--- config.mk ---
export PLATFORM = sky130hd
export DESIGN_NAME = capture_write_ctrl
export DESIGN_NICKNAME = d
export VERILOG_FILES = /design/src/rtl/capture_write_ctrl.sv
export SDC_FILE = /design/constraint.sdc
export NUM_CORES = 1
export LEC_CHECK = 0
export ABC_CLOCK_PERIOD_IN_PS = 1900
export CORE_ASPECT_RATIO = 0.75
export CORE_UTILIZATION = 41
export DETAILED_ROUTE_END_ITERATION = 8
export GPL_TIMING_DRIVEN = 0
export PLACE_DENSITY = 0.82
export SLEW_MARGIN = 20
export SYNTH_ARGS = -nofsm -noshare
export SYNTH_HDL_FRONTEND = slang
export SYNTH_SLANG_ARGS = --single-unit
--- constraint.sdc ---
create_clock -name clk -period 1.9 [get_ports clk]
set_clock_uncertainty 0.1 [all_clocks]
set_input_delay 0.285 -clock clk [delete_from_list [all_inputs] [get_ports clk]]
set_output_delay 0.285 -clock clk [all_outputs]
set_load 0.01 [all_outputs]
--- src/rtl/capture_write_ctrl.sv ---
// ---------------------------------------------------------------------------
// capture_write_ctrl
//
// Write-side controller for the capture buffer.  Qualified samples are streamed
// into port A of the dual-port capture RAM as a circular buffer.  A programmable
// amount of pre-trigger history is kept.  After a trigger the controller fills
// the rest of the buffer, stops, and reports where the capture window begins.
// Readout logic drains the RAM through port B once done is high.
//
// Parameters
//   DATA_WIDTH   sample width, equal to the RAM data width
//   MEM_DEPTH    RAM depth in samples (power of two, >= 4)
//
// Ports
//   clk           single clock for all logic and RAM port A
//   rst           synchronous, active-high reset
//   arm           1-cycle pulse, starts a capture from IDLE or DONE
//   pre_trig_len  pre-trigger samples to keep, sampled when arm is accepted
//   din_valid     sample qualifier
//   din           sample data
//   trigger       trigger, only honoured together with din_valid
//   ram_wr        RAM port A write enable (registered, one pulse per sample)
//   ram_addr      RAM port A address (registered)
//   ram_din       RAM port A write data (registered)
//   busy          high while a capture is in progress
//   done          high once the window is complete
//   start_addr    RAM address of the oldest sample in the window
//   trig_addr     RAM address of the trigger sample
// ---------------------------------------------------------------------------
module capture_write_ctrl #(
    parameter  int DATA_WIDTH = 64,
    parameter  int MEM_DEPTH  = 128,
    localparam int AW         = $clog2(MEM_DEPTH)
) (
    input  logic                  clk,
    input  logic                  rst,
    input  logic                  arm,
    input  logic [AW-1:0]         pre_trig_len,
    input  logic                  din_valid,
    input  logic [DATA_WIDTH-1:0] din,
    input  logic                  trigger,
    output logic                  ram_wr,
    output logic [AW-1:0]         ram_addr,
    output logic [DATA_WIDTH-1:0] ram_din,
    output logic                  busy,
    output logic                  done,
    output logic [AW-1:0]         start_addr,
    output logic [AW-1:0]         trig_addr
);

    // Highest RAM index; the number of post-trigger samples is this minus P.
    localparam logic [AW-1:0] LAST_IDX = AW'(MEM_DEPTH - 1);

    typedef enum logic [2:0] {
        ST_IDLE,
        ST_PRETRIG,
        ST_WAIT_TRIG,
        ST_POST,
        ST_DONE
    } state_t;

    state_t          state;
    state_t          state_nxt;

    logic [AW-1:0]   wr_ptr;
    logic [AW-1:0]   pre_cnt;
    logic [AW-1:0]   p_len;
    logic [AW-1:0]   post_cnt;

    logic            capturing;
    logic            accept;
    logic            arm_ok;
    logic            trig_hit;
    logic            pre_full;
    logic            post_last;
    logic [AW-1:0]   post_len;

    // Qualifiers shared by the FSM and the datapath.  A sample is only ever
    // written while a capture is running; arm is only honoured when idle or
    // finished.  pre_full looks ahead one sample so the state moves on in the
    // same cycle the P-th history sample is taken.
    always_comb begin
        capturing = (state == ST_PRETRIG) || (state == ST_WAIT_TRIG) || (state == ST_POST);
        accept    = capturing && din_valid;
        arm_ok    = arm && ((state == ST_IDLE) || (state == ST_DONE));
        trig_hit  = (state == ST_WAIT_TRIG) && din_valid && trigger;
        pre_full  = (pre_cnt + 1'b1) == p_len;
        post_last = post_cnt == AW'(1);
        post_len  = LAST_IDX - p_len;
    end

    // State register.
    always_ff @(posedge clk) begin
        if (rst) begin
            state <= ST_IDLE;
        end else begin
            state <= state_nxt;
        end
    end

    // Next-state logic.  With P=0 there is no history to collect, so arm goes
    // straight to waiting for the trigger.  When P=MEM_DEPTH-1 the trigger
    // sample is itself the last one of the window and POST is skipped.
    always_comb begin
        state_nxt = state;
        case (state)
            ST_IDLE, ST_DONE: begin
                if (arm) begin
                    state_nxt = (pre_trig_len == '0) ? ST_WAIT_TRIG : ST_PRETRIG;
                end
            end
            ST_PRETRIG: begin
                if (din_valid && pre_full) begin
                    state_nxt = ST_WAIT_TRIG;
                end
            end
            ST_WAIT_TRIG: begin
                if (trig_hit) begin
                    state_nxt = (post_len == '0) ? ST_DONE : ST_POST;
                end
            end
            ST_POST: begin
                if (din_valid && post_last) begin
                    state_nxt = ST_DONE;
                end
            end
            default: begin
                state_nxt = ST_IDLE;
            end
        endcase
    end

    // Status outputs decoded from the state register.  Because the final
    // sample moves the FSM to DONE on the same edge that registers its RAM
    // write, done rises together with the last ram_wr pulse.
    always_comb begin
        busy = capturing;
        done = (state == ST_DONE);
    end

    // Write pointer and history counter.  The pointer wraps naturally at
    // MEM_DEPTH because it is exactly AW bits wide.
    always_ff @(posedge clk) begin
        if (rst) begin
            wr_ptr  <= '0;
            pre_cnt <= '0;
            p_len   <= '0;
        end else begin
            if (arm_ok) begin
                wr_ptr  <= '0;
                pre_cnt <= '0;
                p_len   <= pre_trig_len;
            end else if (accept) begin
                wr_ptr <= wr_ptr + 1'b1;
            end
            if ((state == ST_PRETRIG) && din_valid) begin
                pre_cnt <= pre_cnt + 1'b1;
            end
        end
    end

    // Trigger bookkeeping.  The window start is P samples behind the trigger,
    // modulo the depth; the AW-bit subtraction provides the wrap.  The
    // addresses are left alone on arm and only change at the next trigger.
    always_ff @(posedge clk) begin
        if (rst) begin
            trig_addr  <= '0;
            start_addr <= '0;
            post_cnt   <= '0;
        end else begin
            if (trig_hit) begin
                trig_addr  <= wr_ptr;
                start_addr <= wr_ptr - p_len;
                post_cnt   <= post_len;
            end else if ((state == ST_POST) && din_valid) begin
                post_cnt <= post_cnt - 1'b1;
            end
        end
    end

    // Registered RAM port A.  The write enable is a single-cycle pulse per
    // accepted sample; address and data hold their last values in between.
    always_ff @(posedge clk) begin
        if (rst) begin
            ram_wr   <= 1'b0;
            ram_addr <= '0;
            ram_din  <= '0;
        end else begin
            ram_wr <= accept;
            if (accept) begin
                ram_addr <= wr_ptr;
                ram_din  <= din;
            end
        end
    end

endmodule
==> reports/metrics.cfg, run 1 <==
[setup_path]
startpoint_type=flip-flop
worstSetupEndpointType=flip-flop
required_ps=2110
rr_endpoint=start_addr[6]$_SDFFE_PP0P_
crit_type=reg -> reg
rrSetupSlack_ps=-80
r2r-start=p_len[0]$_SDFFE_PP0P_
reg2reg_depth=7
worstPathArrival_ps=2200
cp_max_fo=6

[timing]
slew_headroom_pct=51.5
setup_tns_ps=-84.7
slew_violations=0
finalHoldViolations=0
tightest_slew_ps=727
post-route-period-util_pct=104
timing.hold.ws_ps=317
fin_ws_ps=-84.7
grt_setup_unrepaired=true
max_clock_freq_mhz=504
setup_viol=1
period_minus_slack_ps=1980

[global_route]
grt_pass1_wl_mm=23.4
grt_use_met3_pct=9.53
grt_busiest_layer=met2
met2_usage_pct=39.5
antenna_found_initial=0
met1_usage_pct=29.2
grtUsageTotal_pct=24.3
gr-total-overflow=0
grt_pass1_vias=4739
grt_max_degree=17

[final_layout]
fillers=1003
drive_gt1_share_pct=11.7
final_common_cell=nand2_1
syn2layout_area_growth_pct=55.3
num-nets-final=902
multiInputGateArea_um2=2480
final-seq-area_um2=2370
diodes=0
final_cell_mix=nand2_1, clkdlybuf4s50_1, a21oi_1

[drt]
vias=5074
routedWlPerCell_um=15.2
via_per_inst=5.13
final_antenna_net_count=0
drt-initial-drc-count=264
routed_wl_mm=15.1
first_pass_iters=5
drcViolationCount=0

[cts]
htree_num_levels=4
path_clk_slew_ps=50
cts_tree=yes
cts_hold_buf=0
clock_sinks=117
clk_latency_ps=410
cts-root-buf=clkbuf_16
numCtsBuffers=17
clockBufferDepth=2

[synthesis]
synth_cell_types=55
yosys_warnings=0
synth_edf_count=0
synth_nets=713
ys.flop_type=dfxtp_1
synthArstFlopShare_pct=0
syn_inst=626
synth_area_per_cell_um2=7.89
ys_ff_latch=117
syn_area_um2=4940
synth-seq-area-share_pct=47.4

[place]
port_buffers=163
gp_congestion=0.906
hpwl_mm=10.2

[floorplanning]
core_area_um2=11700
dieArea_um2=12500
die_w_um=129
pin_count=164
initial_core_util_pct=42.4
num_rows=34
die_y_um=97.1

[outcome]
violations=negative setup slack
status=complete, but fails checks

[hold_path]
min-delay-start=din[2]
whs_endpoint=ram_din[2]$_SDFFE_PP0P_
hold_class=in -> reg
holdPathStages=3

[flow_run]
drv_cap=0

[power_and_ir_drop]
ir_drop_mv=0.796
cellLeakagePower_nw=2.77
power-per-cell-area_nw_per_um2=1240

==> kinds of logic (layout without fill, tap and decap cells) <==
group,after synthesis,in the layout,synth area share [%]
AO/OA/AOI/OAI,155,155,17.6
XOR/XNOR,17,17,3.01
adder cells (fa/ha/maj),11,11,2.94
buffers and inverters,54,256,4.56
flip-flops,117,117,47.4
multiplexers,3,3,0.608
AND/OR/NAND/NOR,269,269,23.9
==> state kept, by name, summed over array words and instances (netlist names) <==
register	count
wr_ptr	7
post_cnt	7
ram_wr	1
state	3
pre_cnt	7
p_len	7
start_addr	7
ram_din	64
trig_addr	7
ram_addr	7
==> repair_timing <==
item | in CTS | in global routing
resized for setup | 22 | 45
buffers inserted | 2 | 6
hold endpoints to repair | 0 | 0
endpoints found under the setup margin | 84 | 98
pin swaps | 2 | 10
==> worst max path at each step <==
stage                            from                          to  cells after the start
6_report        p_len[0]$_SDFFE_PP0P_  start_addr[6]$_SDFFE_PP0P_                      7
5_1_grt        wr_ptr[0]$_SDFFE_PP0P_  start_addr[6]$_SDFFE_PP0P_                      8
4_1_cts                     din_valid       state[2]$_SDFFE_PP0P_                      7
3_5_place_dp                din_valid    post_cnt[5]$_SDFFE_PP0P_                      7
3_3_place_gp                din_valid    post_cnt[3]$_SDFFE_PP0P_                      7
2_1_floorplan  wr_ptr[0]$_SDFFE_PP0P_  start_addr[6]$_SDFFE_PP0P_                      8
==> stage by stage <==
| step | power (mW) | area [um2] | util [%] | cells | setup slack [ps] |
|---|---|---|---|---|---|
| global placement | 5.58 | 6780 | 58.1 | 951 | -517 |
| finish | 9.50 | 7670 | 65.8 | 990 | -84.7 |
| global route | 9.96 | 7670 | 65.8 | 990 | -189 |
| detailed placement | 5.63 | 6780 | 58.1 | 951 | -542 |
| CTS | 9.35 | 7520 | 64.5 | 984 | -3.89 |
| floorplan | 4.48 | 4940 | - | 626 | 17.7 |
==> per-layer routing <==
layer  wire, um  share of wire, %
met1       6370                42
met5          0                 0
met3       1500               9.9
met4        231               1.5
met2       6990                46
==> critical path: stages, from the launching register on <==
cell and delay, ps:
dfxtp_4 390, ha_4 180, fa_2 340, nor2b_1 120, o21a_1 150, o211ai_1 130, and3_1 220, o41ai_2 270
==> cell type report <==
cell class	count	share of cell area, %
Buffer	39	2.61
Sequential cell	117	30.9
Multi-Input combinational cell	455	32.3
Inverter	14	0.750
Timing Repair Buffer	171	22.1
Clock buffer	19	5.77
Tap cell	162	2.64
Clock inverter	13	2.98
==> report_power, final <==
part / switching [mW] / leakage, nW / internal (mW)
Sequential: 0.268 / 0.956 / 2.85
Combinational: 1.42 / 1.50 / 1.32
Clock: 1.16 / 0.315 / 2.49
Total: 2.85 / 2.77 / 6.66
==> synth_stat cells (2+ instances only) <==
library cell	count	share of area, %
a211oi_1	2	0.30
a21oi_1	113	11
a32oi_1	3	0.53
and2_1	3	0.38
and3_1	4	0.51
buf_2	9	0.91
buf_4	3	0.46
clkbuf_1	27	2.1
dfxtp_1	117	47
ha_1	10	2.5
inv_1	14	1.1
mux2i_1	3	0.61
nand2_1	169	13
nand2b_1	2	0.25
nand3_1	13	1.3
nand3b_1	3	0.46
nand4_1	5	0.63
nor2_1	37	2.8
nor2b_1	5	0.63
nor3_1	6	0.61
nor3_2	2	0.41
nor3b_1	3	0.46
nor4_1	2	0.25
o211ai_1	2	0.30
o21a_1	4	0.61
o21ai_0	13	1.3
o22ai_1	3	0.38
o41ai_1	2	0.35
or3_1	6	0.76
xnor2_1	7	1.2
xor2_1	10	1.8
(Power assumes the default switching activity.)
==> inputs of run 2 (changes only) <==
--- a/config.mk
+++ b/config.mk
@@ -11,7 +11,7 @@
 export DETAILED_ROUTE_END_ITERATION = 8
 export GPL_TIMING_DRIVEN = 0
 export PLACE_DENSITY = 0.82
-export SLEW_MARGIN = 20
+export SLEW_MARGIN = 15
 export SYNTH_ARGS = -nofsm -noshare
 export SYNTH_HDL_FRONTEND = slang
 export SYNTH_SLANG_ARGS = --single-unit
==> results of run 2 <==
No change in the layout: final DEF, timing and power equal those of run 1.
==> inputs of run 3 (changes only) <==
--- a/config.mk
+++ b/config.mk
@@ -6,7 +6,7 @@
 export NUM_CORES = 1
 export LEC_CHECK = 0
 export ABC_CLOCK_PERIOD_IN_PS = 1900
-export CORE_ASPECT_RATIO = 0.75
+export CORE_ASPECT_RATIO = 1.4
 export CORE_UTILIZATION = 41
 export DETAILED_ROUTE_END_ITERATION = 8
 export GPL_TIMING_DRIVEN = 0
==> reports/metrics.cfg, run 3 (same netlist as run 1, synthesis figures left out) <==
[place]
port_buffers=163  ; unchanged
hpwl_mm=10.0  ; was 10.2 mm
gp_congestion=0.843  ; was 0.906
dp_cells=936  ; was 951
pre_cts_ws_ps=-510  ; was -542 ps

[timing]
period_minus_slack_ps=1910  ; was 1980 ps
grt_setup_unrepaired=true  ; unchanged
post-route-period-util_pct=101  ; was 104%
setup_tns_ps=-9.90  ; was -84.7 ps
fin_ws_ps=-9.90  ; was -84.7 ps
finalHoldViolations=0  ; unchanged
timing.hold.ws_ps=263  ; was 317 ps
tightest_slew_ps=594  ; was 727 ps
max_clock_freq_mhz=524  ; was 504 MHz
slew_violations=0  ; unchanged
slew_headroom_pct=60.4  ; was 51.5%
setup_viol=1  ; unchanged

[floorplanning]
pin_count=164  ; unchanged
num_rows=47  ; was 34
die_w_um=94.8  ; was 129 um
core_area_um2=11800  ; was 11,700 um2
dieArea_um2=12500  ; about the same
initial_core_util_pct=42.0  ; was 42.4%
die_y_um=132  ; was 97.1 um

[drt]
final_antenna_net_count=0  ; unchanged
routed_wl_mm=14.1  ; was 15.1 mm
vias=4964  ; was 5,074
drcViolationCount=0  ; unchanged
routedWlPerCell_um=14.5  ; was 15.2 um
via_per_inst=5.10  ; was 5.13
drt-initial-drc-count=229  ; was 264
first_pass_iters=4  ; was 5

[cts]
htree_num_levels=4  ; unchanged
cts_tree=yes  ; unchanged
numCtsBuffers=17  ; unchanged
cts_hold_buf=0  ; unchanged
path_clk_slew_ps=50  ; about the same
cts-root-buf=clkbuf_16  ; unchanged
clock_sinks=117  ; unchanged
clk_latency_ps=400  ; was 410 ps
clockBufferDepth=2  ; unchanged

[hold_path]
min-delay-start=din_valid  ; was din[2]
hold_class=in -> reg  ; unchanged

[setup_path]
path_cells=inv_4, ha_4, fa_2, nor2b_1, o21a_1, o211ai_1, and3_1, o41ai_2  ; was ha_4, fa_2, nor2b_1, o21a_1, o211ai_1, and3_1, o41ai_2
cp_top_family=adder cells  ; was compound AO/OA/AOI/OAI gates
max_stage_delay_ps=370  ; was 390 ps
cp_max_fo=2  ; was 6
worstSetupEndpointType=flip-flop  ; unchanged
worstPathArrival_ps=2120  ; was 2200 ps
cpMaxStageDelayCell=fa_2  ; was dfxtp_4
startpoint_type=flip-flop  ; unchanged
required_ps=2110  ; about the same
critPathBufInv=1  ; was 0
worstSetupStartpoint=wr_ptr[0]$_SDFFE_PP0P_  ; was p_len[0]$_SDFFE_PP0P_
r2r-start=wr_ptr[0]$_SDFFE_PP0P_  ; was p_len[0]$_SDFFE_PP0P_
crit_type=reg -> reg  ; unchanged

[final_layout]
stdcell_count=974  ; was 990
num-nets-final=901  ; was 902
regMostFlops=ram_din  ; unchanged
final_cell_mix=nand2_1, clkdlybuf4s50_1, a21oi_1  ; unchanged
largest_reg_flops=64  ; unchanged
diodes=0  ; unchanged
syn2layout_area_growth_pct=53.0  ; was 55.3%
final_common_cell=nand2_1  ; unchanged
drive_gt1_share_pct=11.0  ; was 11.7%

[global_route]
grt_pass1_vias=4744  ; was 4,739
gr-total-overflow=0  ; unchanged
grt_pass1_wl_mm=22.3  ; was 23.4 mm
grt_max_degree=17  ; unchanged
grtUsageTotal_pct=22.9  ; was 24.3%
antenna_found_initial=0  ; unchanged

[outcome]
status=complete, but fails checks  ; unchanged
violations=negative setup slack  ; unchanged

[flow_run]
drv_cap=0  ; unchanged

[power_and_ir_drop]
power_mw=8.89  ; was 9.50 mW
ir_drop_mv=0.611  ; was 0.796 mV
power-per-cell-area_nw_per_um2=1180  ; was 1240 nW/um2
cellLeakagePower_nw=2.74  ; was 2.77 nW

==> run 3: final timing paths <==
| check | slack, ps | cells past startpoint | to |
|---|---|---|---|
| max | -10 | 8 | start_addr[6]$_SDFFE_PP0P_ |
| min | 260 | 4 | pre_cnt[1]$_SDFFE_PP0P_ |
| max reg2reg | -10 | 8 | start_addr[6]$_SDFFE_PP0P_ |
| min reg2reg | 350 | 2 | ram_din[46]$_SDFFE_PP0P_ |
==> run 3: cell type report <==
type / count / area (um2)
buffer: 38 / 195
clock buffer: 21 / 440
clock inverter: 11 / 134
fill: 980 / 4200
inverter: 14 / 55.1
multi-input combinational: 455 / 2470
sequential: 117 / 2370
tap: 147 / 184
timing repair buffer: 171 / 1700
==> run 3: tightest hold or removal path: stages <==
cell and delay [ps]:
dlymetal6s2s_1 160, buf_6 160, nand3_1 60, a21oi_1 60
==> run 3: report_power, final <==
part           total, mW  internal (mW)  leakage [nW]  switching (mW)
clock               3.13           2.04         0.288            1.08
combinational       2.66           1.30          1.50            1.36
sequential          3.11           2.85         0.957           0.260
==> run 3: repair_timing <==
action | CTS | global route
setup buffers | 1 | 7
pin swaps | 1 | 9
gates resized for setup | 21 | 41
setup endpoints to repair | 81 | 91
==> run 3: layer usage <==
| metal | global-route usage (%) | up-vias | routed length (um) |
|---|---|---|---|
| met2 | 40.5 | 148 | 7420 |
| li1 | - | 2480 | - |
| met1 | 24.5 | 2305 | 5560 |
| met4 | 12.3 | 0 | 461 |
| met5 | 0 | - | 0 |
| met3 | 5.48 | 31 | 704 |
==> run 3: through the flow <==
stage | cell area, um2 | util, %
2_1_floorplan | 4940 | -
3_3_place_gp | 6760 | 57.5
3_5_place_dp | 6760 | 57.5
4_1_cts | 7390 | 62.8
5_1_grt | 7560 | 64.3
6_report | 7560 | 64.3
